File: src/rtl/reg_write_arbiter.sv
// reg_write_arbiter: round-robin arbiter that lets several requesters write a
// bank of 8-bit enable-gated registers, one transfer at a time. A winner is
// picked in IDLE and served for exactly one GRANT cycle; all outputs are
// registered.
// Optional feature: define REG_ARB_LOCK_EN to add the req_lock input, which
// lets the current winner keep the bank for consecutive rounds.
module reg_write_arbiter #(
    parameter int NUM_REQ  = 4,
    parameter int NUM_REGS = 4,
    parameter int AW       = 2
) (
    input  logic                       clk,
    input  logic                       rst_n,
    input  logic [NUM_REQ-1:0]         req_valid,
    input  logic [NUM_REQ*AW-1:0]      req_addr,
    input  logic [NUM_REQ*8-1:0]       req_data,
`ifdef REG_ARB_LOCK_EN
    input  logic [NUM_REQ-1:0]         req_lock,
`endif
    output logic [NUM_REQ-1:0]         req_ready,
    output logic [NUM_REGS-1:0]        reg_en,
    output logic [7:0]                 reg_d,
    output logic [$clog2(NUM_REQ)-1:0] grant_id,
    output logic                       busy,
    output logic                       addr_err
);

    localparam int          PW = $clog2(NUM_REQ);
    localparam int unsigned NR = NUM_REQ;

    typedef enum logic {
        ST_IDLE,
        ST_GRANT
    } state_t;

    state_t              r_state;
    logic [PW-1:0]       r_rr_ptr;
    logic [PW-1:0]       r_grant_id;
    logic [NUM_REQ-1:0]  r_ready;
    logic [NUM_REGS-1:0] r_reg_en;
    logic [7:0]          r_reg_d;
    logic                r_busy;
    logic                r_addr_err;

    logic [PW-1:0]       w_start;
    logic [NUM_REQ-1:0]  w_cand;
    logic                w_found;
    logic [PW-1:0]       w_win;
    logic [PW-1:0]       w_grant_next;
    logic [AW-1:0]       w_addr;
    logic [7:0]          w_data;
    logic                w_addr_ok;
    logic [NUM_REQ-1:0]  w_ready_oh;
    logic [NUM_REGS-1:0] w_en_oh;

    // Explicit wrap so non-power-of-2 NUM_REQ never produces an out-of-range index
    function automatic logic [PW-1:0] f_inc(input logic [PW-1:0] v);
        if (int'(v) == NUM_REQ - 1) f_inc = '0;
        else                        f_inc = v + 1'b1;
    endfunction

    assign w_grant_next = f_inc(r_grant_id);

`ifdef REG_ARB_LOCK_EN
    logic r_lock;
    logic w_lock_keep;

    // A lock survives only while its owner is still requesting; otherwise the
    // search restarts just after the old owner.
    assign w_lock_keep = r_lock & req_valid[r_grant_id];
    assign w_start     = r_lock ? w_grant_next : r_rr_ptr;
    assign w_cand      = w_lock_keep ? (NUM_REQ'(1) << r_grant_id) : req_valid;
`else
    assign w_start     = r_rr_ptr;
    assign w_cand      = req_valid;
`endif

    // Round-robin search upward from w_start with wrap-around; first hit wins
    always_comb begin
        w_found = 1'b0;
        w_win   = '0;
        for (int unsigned k = 0; k < NR; k++) begin
            logic [PW-1:0] idx;
            idx = PW'((k + w_start) % NR);
            if (!w_found && w_cand[idx]) begin
                w_found = 1'b1;
                w_win   = idx;
            end
        end
    end

    assign w_addr    = req_addr[w_win*AW +: AW];
    assign w_data    = req_data[w_win*8 +: 8];
    assign w_addr_ok = (int'(w_addr) < NUM_REGS);

    // One-hot decodes of the winner and its target register
    always_comb begin
        w_ready_oh = '0;
        w_en_oh    = '0;
        for (int unsigned q = 0; q < NR; q++) begin
            w_ready_oh[q] = (int'(w_win) == q);
        end
        for (int unsigned r = 0; r < NUM_REGS; r++) begin
            w_en_oh[r] = (int'(w_addr) == r);
        end
    end

    // Arbitration FSM with registered handshake and bank-write outputs
    always_ff @(posedge clk or negedge rst_n) begin
        if (!rst_n) begin
            r_state    <= ST_IDLE;
            r_rr_ptr   <= '0;
            r_grant_id <= '0;
            r_ready    <= '0;
            r_reg_en   <= '0;
            r_reg_d    <= 8'h00;
            r_busy     <= 1'b0;
            r_addr_err <= 1'b0;
`ifdef REG_ARB_LOCK_EN
            r_lock     <= 1'b0;
`endif
        end else begin
            case (r_state)
                ST_IDLE: begin
`ifdef REG_ARB_LOCK_EN
                    if (r_lock && !req_valid[r_grant_id]) begin
                        r_lock   <= 1'b0;
                        r_rr_ptr <= w_grant_next;
                    end
`endif
                    if (w_found) begin
                        r_state    <= ST_GRANT;
                        r_grant_id <= w_win;
                        r_reg_d    <= w_data;
                        r_ready    <= w_ready_oh;
                        r_reg_en   <= w_en_oh;
                        r_addr_err <= !w_addr_ok;
                        r_busy     <= 1'b1;
                    end
                end
                ST_GRANT: begin
                    r_state    <= ST_IDLE;
                    r_ready    <= '0;
                    r_reg_en   <= '0;
                    r_addr_err <= 1'b0;
                    r_busy     <= 1'b0;
`ifdef REG_ARB_LOCK_EN
                    if (req_lock[r_grant_id]) begin
                        r_lock <= 1'b1;
                    end else begin
                        r_lock   <= 1'b0;
                        r_rr_ptr <= w_grant_next;
                    end
`else
                    r_rr_ptr   <= w_grant_next;
`endif
                end
                default: r_state <= ST_IDLE;
            endcase
        end
    end

    assign req_ready = r_ready;
    assign reg_en    = r_reg_en;
    assign reg_d     = r_reg_d;
    assign grant_id  = r_grant_id;
    assign busy      = r_busy;
    assign addr_err  = r_addr_err;

endmodule

File: config.mk
export PLATFORM = sky130hd
export DESIGN_NAME = reg_write_arbiter
export DESIGN_NICKNAME = d
export VERILOG_FILES = /design/src/rtl/reg_write_arbiter.sv
export SDC_FILE = /design/constraint.sdc
export NUM_CORES = 1
export LEC_CHECK = 0
export ABC_AREA = 1
export BUFFER_PORTS_ARGS = -buffer_cell sky130_fd_sc_hd__clkbuf_2
export CAP_MARGIN = 0
export CORE_MARGIN = 2
export CORE_UTILIZATION = 31
export DETAILED_ROUTE_END_ITERATION = 8
export MAX_ROUTING_LAYER = met4
export SYNTH_ARGS = -nofsm -noshare
export SYNTH_HDL_FRONTEND = slang
export SYNTH_SLANG_ARGS = --single-unit
File: constraint.sdc
create_clock -name clk -period 3.15 [get_ports clk]
set_input_delay 0.63 -clock clk [delete_from_list [all_inputs] [get_ports clk]]
set_output_delay 0.63 -clock clk [all_outputs]
set_load 0.005 [all_outputs]
Yosys cells after proc, flatten, opt, wreduce, memory -nomap -nowiden --
Cells that the tools add are included.
Storage, ports and cells: bits in registers 23, bits in latches 0, bits in writable memories 0, memory bits (read-only) 0, output and inout bits 20, logic and storage cells 63, memories 0
Cells by class: add/subtract/negate cells 4, multiply operators 0, div/mod/pow operators 0, $lt $le $gt $ge 4, eq/ne operators 8, shift-type cells 2, mux-type cells 27, bitwise operators 1, reduce and logical (&&, ||, !) cells 9
Operator list (number):
- indexed part select 32 x 6 -> 8 bit | 1
- one-hot mux 4 bit (2 select lines) | 2
- less-than comparator 2 x 3 -> 1 bit, second input constant | 4
- two-way mux 1 bit | 11
- two-way mux 2 bit | 5
- binary-select mux 1 bit (select 2 bit) | 4
- equality test 2 bit, second input constant | 4
- two-way mux 4 bit | 2
- indexed part select 8 x 4 -> 2 bit | 1
- equality test 2 x 1 -> 1 bit, second input constant | 3
- one-hot mux 1 bit (2 select lines) | 3
- adder 2 bit, first input constant | 2
- logical NOT 2 bit | 2
- logical AND 1 bit | 3
- logical NOT 1 bit | 3
- adder 1 x 2 -> 2 bit, first input constant | 1
- adder 2 x 1 -> 2 bit, second input constant | 1
- inequality test 2 bit, second input constant | 1
- AND reduction 2 bit | 1
- inverter 1 bit | 1

Logic depth before layout (Yosys ltp) --
Gate-level depths: netlist of the first run.
word-level depth 16, gate-level depth with buffers 17, gate-level depth less buffers 16

Least setup slack after synthesis of the first run --
OpenSTA, ideal clock, no wires.
path kind input -> register, from input req_valid[2], to register r_reg_d[0], in the netlist reg_d[0], arrival time 1.750 ns, path slack 1.283 ns, cell stages on the path 15, path buffers 1, path through inv_1 -> nand2_1 -> nand3_2 -> nand2_2 -> nor2_4 -> nand3_4 -> nand3_4 -> inv_4 -> buf_6 -> nand2_2 -> nand2_1 -> nand2_1 -> nand2_1 -> nand2_1 -> nand2_1
Between the ends: cells in the longest elaborated chain, start to end 13, elaborated cells between the ends (all ways) 24, classes of those cells 1 x shift; 16 x mux; 7 x reduce/logical
RTL lines:
- from (decl) | RTL line 14 | input logic [NUM_REQ-1:0] req_valid,
- binary-select mux 1 bit (select 2 bit) | RTL line 85 | if (!w_found && w_cand[idx]) begin
- two-way mux 1 bit (implied by the code) | RTL line 85
- two-way mux 1 bit | RTL line 85
- logical NOT 1 bit | RTL line 85
- logical AND 1 bit | RTL line 85
- two-way mux 1 bit | RTL line 85
- logical NOT 1 bit | RTL line 85
- logical AND 1 bit | RTL line 85
- two-way mux 1 bit | RTL line 85
- logical NOT 1 bit | RTL line 85
- logical AND 1 bit | RTL line 85
- two-way mux 2 bit or two-way mux 1 bit (tied branches) | RTL line 85
- indexed part select 32 x 6 -> 8 bit or AND reduction 2 bit (tied branches)
- to (signal assigned) | RTL line 134 | r_reg_d <= w_data;
- to (decl) | RTL line 41 | logic [7:0] r_reg_d;
Several ways; a longest one is shown, not always the timed one. The select of a mux whose other input is x is not followed. A chain may end at the register's enable or synchronous reset.

Final worst setup path of the first run --
from register r_rr_ptr[0], to register r_ready[3], in the netlist req_ready[3]
Between the ends: cells in the longest elaborated chain, start to end 15, elaborated cells between the ends (all ways) 29, classes of those cells 3 x add/sub; 2 x eq/ne; 18 x mux; 6 x reduce/logical
RTL lines:
- from (decl) | RTL line 37 | logic [PW-1:0] r_rr_ptr;
- from (signal assigned) | RTL line 155 | r_rr_ptr <= w_grant_next;
- branches (longest 15 deep; another with adder 1 x 2 -> 2 bit)
- to (signal assigned) | RTL line 135 | r_ready <= w_ready_oh;
- to (decl) | RTL line 39 | logic [NUM_REQ-1:0] r_ready;
Parallel ways; which one is timed is not known. The select of a mux whose other input is x is not followed.

==> impl_metrics.json, run 1 <==
{
  "timing.final.crit_share": 0.826,
  "grt_pass1_vias": 1677,
  "synthesis.area_sq_um": 1640,
  "clockBufferDepth": 2,
  "tightest_slew_ns": 0.538,
  "std_cell_rows": 26,
  "critPathMaxFanout": 14,
  "h-tree-depth": 1,
  "postSynthCellCount": 262,
  "wl_per_cell_um": 11.1,
  "max_stage_delay_ns": 0.60,
  "start_kind": "flip-flop",
  "slowest_stage": "dfrtp_1",
  "core_sq_um": 5110,
  "relSlewSlack": 0.641,
  "syn_area_per_cell_sq_um": 6.26,
  "first_pass_iters": 4,
  "path_clk_slew_ns": 0.08,
  "hold_path.class": "input pin to asynchronous set/reset pin",
  "clock-sinks": 22,
  "power.share.combinational": 0.703,
  "preCtsSetupSlack_ns": 0.554,
  "internal-power_mw": 1.16,
  "cts.hold.buffers_added": 0,
  "fin_setup_tns_ns": 0,
  "cts_tree": "yes",
  "path_buf_inv": 3,
  "instances_no_fill": 391,
  "antennaDiodeCount": 0,
  "synth_seq_area_share": 0.336,
  "antenna_found_initial": 0,
  "timing.hold.ws_ns": 0.328,
  "maxCapViolCount": 0,
  "finalMaxSlewViolations": 0,
  "pwr-share-seq": 0.196,
  "cts_resized": 0,
  "grt_pass1_wl_um": 7250,
  "finalHoldViolCount": 0,
  "crit_type": "flip-flop to flip-flop",
  "fmax_mhz": 385,
  "syn_nets": 309,
  "crit_top_cell": "nand2_1",
  "yosysMostFrequentCell": "nand2_1",
  "gp_congestion": 0.835,
  "postRouteAntennaNets": 0,
  "synth_commonest_cells": "nand2_1, dfrtp_1, nand3_1",
  "drive_gt1_frac": 0.290,
  "status": "finished, final reports clean",
  "grt_max_degree": 24,
  "vias": 1727,
  "fp.dieH_um": 76.7,
  "io_pins": 66,
  "irDropWorstVdd_v": 0.000397,
  "fin_ws_ns": 0.549,
  "drtIter0Drc": 40,
  "route.detailed.drc": 0,
  "synth.area.top_cells": "nand2_1, dfrtp_1, nand3_1",
  "cts_buffers": 3,
  "fin_area_sq_um": 2050,
  "post-dp-hpwl_um": 3540,
  "start_util": 0.321,
  "synth_top_area_cell": "nand2_1",
  "setup_viol": 0,
  "clk_latency_ns": 0.26,
  "cp.required_ns": 3.32,
  "ys_types": 21,
  "arrival_ns": 2.77,
  "place_area_sq_um": 1980,
  "synth-edff-count": 0,
  "avgViaCountPerCell": 4.42,
  "die_x_um": 76.7,
  "grt_overflow": 0,
  "pwr_density_cell_nw_per_um2": 1270,
  "synth_top_area_share": 0.364,
  "dieArea_sq_um": 5890,
  "post_cts_buffers": 0,
  "ys_seq_elements": 22,
  "fin_worst_skew_ns": 0.00499,
  "wl_um": 4330,
  "dp.cells": 387,
  "p_switching_mw": 1.45,
  "power_frac_clock": 0.101,
  "async_flop_share": 1.00,
  "syn_to_final_growth_pct": 25.1,
  "leakagePower_nw": 1.28,
  "grt_setup_unrepaired": "no",
  "grt_usage": 0.154,
  "clockRootBuffer": "clkbuf_8",
  "power.share.switching": 0.556,
  "critPathTopFamily": "simple AND/OR/NAND/NOR gates",
  "synth-main-ff-cell": "dfrtp_1",
  "cp_cell_sequence": "inv_2 > nand2_1 > nand3_1 > nand2_1 > inv_1 > nand3_4 > nand2_1 > inv_1 > nand2_1 > o21ai_0",
  "finalNetCount": 369,
  "fin_crit_ns": 2.60,
  "end_kind": "flip-flop",
  "synth_warnings": 0,
  "io_buffer_count": 64
}
-- layer usage --
metal / share of wire / track usage / up-vias
met5: 0 / - / -
li1: - / - / 921
met2: 0.50 / 0.277 / 51
met4: 0.0097 / 0.0218 / 0
met1: 0.44 / 0.180 / 748
met3: 0.049 / 0.0318 / 7
-- logic make-up (layout without fill, tap and decap cells) --
| kind of cell | Yosys count | after routing | synth area share |
|---|---|---|---|
| and+or+nand+nor | 201 | 201 | 0.529 |
| buffers and inverters | 27 | 86 | 0.0840 |
| DFF | 22 | 22 | 0.336 |
| AOI/OAI and AO/OA | 10 | 10 | 0.0412 |
| adders and majority gates | 1 | 1 | 0.00763 |
| other | 1 | 1 | 0.00229 |
-- flip-flops by register name, summed over array words and instances (netlist names) --
name       count
busy           1
reg_d          8
grant_id       2
reg_en         4
r_rr_ptr       2
r_state        1
req_ready      4
-- layout by cell type (no fill, tap or decap), drive strengths merged, types with 2 or more instances in the layout --
cell type,netlist,final
nand2,174,174
clkbuf,0,67
nand3,24,24
dfrtp,22,22
inv,18,18
o21ai,7,7
o31ai,3,3
nor2,2,2
-- path summary, 6_finish.rpt --
kind	slack [ns]	startpoint	endpoint	cells past startpoint
max	0.55	r_rr_ptr[0]	req_ready[3]	10
min	0.33	rst_n	reg_d[5]	1
max reg2reg	0.55	r_rr_ptr[0]	req_ready[3]	10
min reg2reg	0.49	reg_d[6]	reg_d[6]	2
max in group asynchronous	2.46	rst_n	busy	1
min in group clk	0.49	reg_d[6]	reg_d[6]	2
-- through the flow --
stage / util / power (mW)
after floorplan: - / 2.03
after global placement: 0.388 / 2.37
after detailed placement: 0.388 / 2.38
after CTS: 0.402 / 2.66
after global routing: 0.402 / 2.94
final: 0.402 / 2.61
-- power groups by stage --
stage                     clock, mW  sequential (mW)  combinational [mW]
after floorplan                   0            0.487                1.55
after global placement            0            0.517                1.85
after detailed placement          0            0.518                1.86
after CTS                     0.271            0.513                1.87
after global routing          0.284            0.526                2.13
final                         0.264            0.512                1.83
-- layout make-up --
cell class | count | area (sq um)
Fill cell | 572 | 3060
Multi-Input combinational cell | 213 | 951
Sequential cell | 22 | 551
Timing Repair Buffer | 64 | 320
Tap cell | 70 | 87.6
Inverter | 18 | 70.1
Clock buffer | 3 | 41.3
Clock inverter | 1 | 30.0
(Power assumes the default switching activity.)
==> inputs of run 2 (changes only) <==
- clock period: 3.15 -> 2.5 ns (I/O delays scaled with it)
==> impl_metrics.json, run 2 (synthesized netlist as in run 1, its figures left out) <==
{
  "status": "finished, final reports clean",
  "fin_crit_ns": 2.25,
  "finalNetCount": 374,
  "start_kind": "flip-flop",
  "clockBufferDepth": 2,
  "cts_resized": 0,
  "timing.final.crit_share": 0.898,
  "cts.hold.buffers_added": 0,
  "dieArea_sq_um": 5890,
  "cp.required_ns": 2.71,
  "largest_reg_flops": 8,
  "tightest_slew_ns": 0.536,
  "cp_cell_sequence": "inv_2 > nand2_1 > nand2_1 > nand2_1 > nand2_2 > nor2_4 > nand3_4 > nand3_4 > buf_4 > nand2_1 > nand2_1 > nand2_1 > nand2_1 > nand2_1 > nand2_1",
  "route.detailed.drc": 0,
  "finalHoldViolCount": 0,
  "hold_path.class": "input pin to asynchronous set/reset pin",
  "clock-sinks": 22,
  "syn_to_final_growth_pct": 27.4,
  "clk_latency_ns": 0.27,
  "path_clk_slew_ns": 0.08,
  "crit_type": "flip-flop to flip-flop",
  "final_util": 0.409,
  "die_x_um": 76.7,
  "instances_no_fill": 396,
  "first_pass_iters": 4,
  "pwr_density_cell_nw_per_um2": 1640,
  "avgViaCountPerCell": 4.44,
  "irDropWorstVdd_v": 0.000584,
  "cts_buffers": 3,
  "grt_setup_unrepaired": "no",
  "layout_commonest_cell": "nand2_1",
  "crit_top_cell": "nand2_1",
  "wl_per_cell_um": 11.0,
  "arrival_ns": 2.46,
  "std_cell_rows": 26,
  "critPathMaxFanout": 15,
  "gp_congestion": 0.906,
  "grt_pass1_wl_um": 7400,
  "grt_overflow": 0,
  "antennaDiodeCount": 0,
  "start_util": 0.321,
  "io_pins": 66,
  "max_stage_delay_ns": 0.60,
  "grt_pass1_vias": 1630,
  "fin_worst_skew_ns": 0.00842,
  "clockRootBuffer": "clkbuf_8",
  "critPathTopFamily": "simple AND/OR/NAND/NOR gates",
  "final_cell_mix": "nand2_1, clkbuf_2, dfrtp_1",
  "power_mw": 3.41,
  "path_buf_inv": 2,
  "finalMaxSlewViolations": 0,
  "core_sq_um": 5110,
  "fmax_mhz": 445,
  "h-tree-depth": 1,
  "fin_setup_tns_ns": 0,
  "antenna_found_initial": 0,
  "postRouteAntennaNets": 0,
  "post_cts_buffers": 0,
  "grt_usage": 0.158,
  "vias": 1759,
  "fp.dieH_um": 76.7,
  "end_kind": "flip-flop",
  "wl_um": 4370,
  "cts_tree": "yes",
  "post-dp-hpwl_um": 3480,
  "grt_max_degree": 23,
  "drtIter0Drc": 62,
  "leakagePower_nw": 1.30,
  "setup_viol": 0,
  "slowest_stage": "dfrtp_1",
  "relSlewSlack": 0.643,
  "dp.cells": 392,
  "maxCapViolCount": 0,
  "io_buffer_count": 64,
  "drive_gt1_frac": 0.301
}
run 2: changes by cell type in the layout (fill, tap and decap cells not counted):
cell   delta
buf_4     +5
run 2: area by class of cell:
| type | instances | area [sq um] |
|---|---|---|
| fill | 552 | 3020 |
| sequential | 22 | 551 |
| clock inverter | 1 | 30.0 |
| clock buffer | 3 | 41.3 |
| multi-input combinational | 213 | 951 |
| timing repair buffer | 69 | 358 |
| inverter | 18 | 70.1 |
| tap | 70 | 87.6 |
run 2: worst paths after layout:
check	startpoint	to	cells after the start	slack, ns
max	r_rr_ptr[0]	reg_d[1]	15	0.25
min	rst_n	reg_d[5]	1	0.19
max reg2reg	r_rr_ptr[0]	reg_d[1]	15	0.25
min reg2reg	reg_en[2]	reg_en[2]	2	0.49
max in group asynchronous	rst_n	reg_en[0]	1	1.94
min in group clk	reg_en[2]	reg_en[2]	2	0.49
run 2: metal layers:
metal | wire, um | vias up | part of all wire | GRT usage
li1 | - | 931 | - | -
met1 | 1970 | 761 | 0.45 | 0.196
met2 | 2120 | 63 | 0.49 | 0.263
met3 | 251 | 4 | 0.057 | 0.0365
met4 | 29 | 0 | 0.0066 | 0.0327
met5 | 0 | - | 0 | -
run 2: power by group:
group	total, mW	internal, mW	switching, mW
Combinational	2.44	0.829	1.61
Sequential	0.643	0.513	0.129
Clock	0.332	0.214	0.118
run 2: through the flow:
stage	hold slack (ns)	area (sq um)	setup WS, ns
2_1_floorplan	0.204	1640	0.725
3_3_place_gp	0.468	2020	0.321
3_5_place_dp	0.470	2020	0.271
4_1_cts	0.218	2090	0.257
5_1_grt	0.222	2090	0.0362
6_report	0.195	2090	0.254
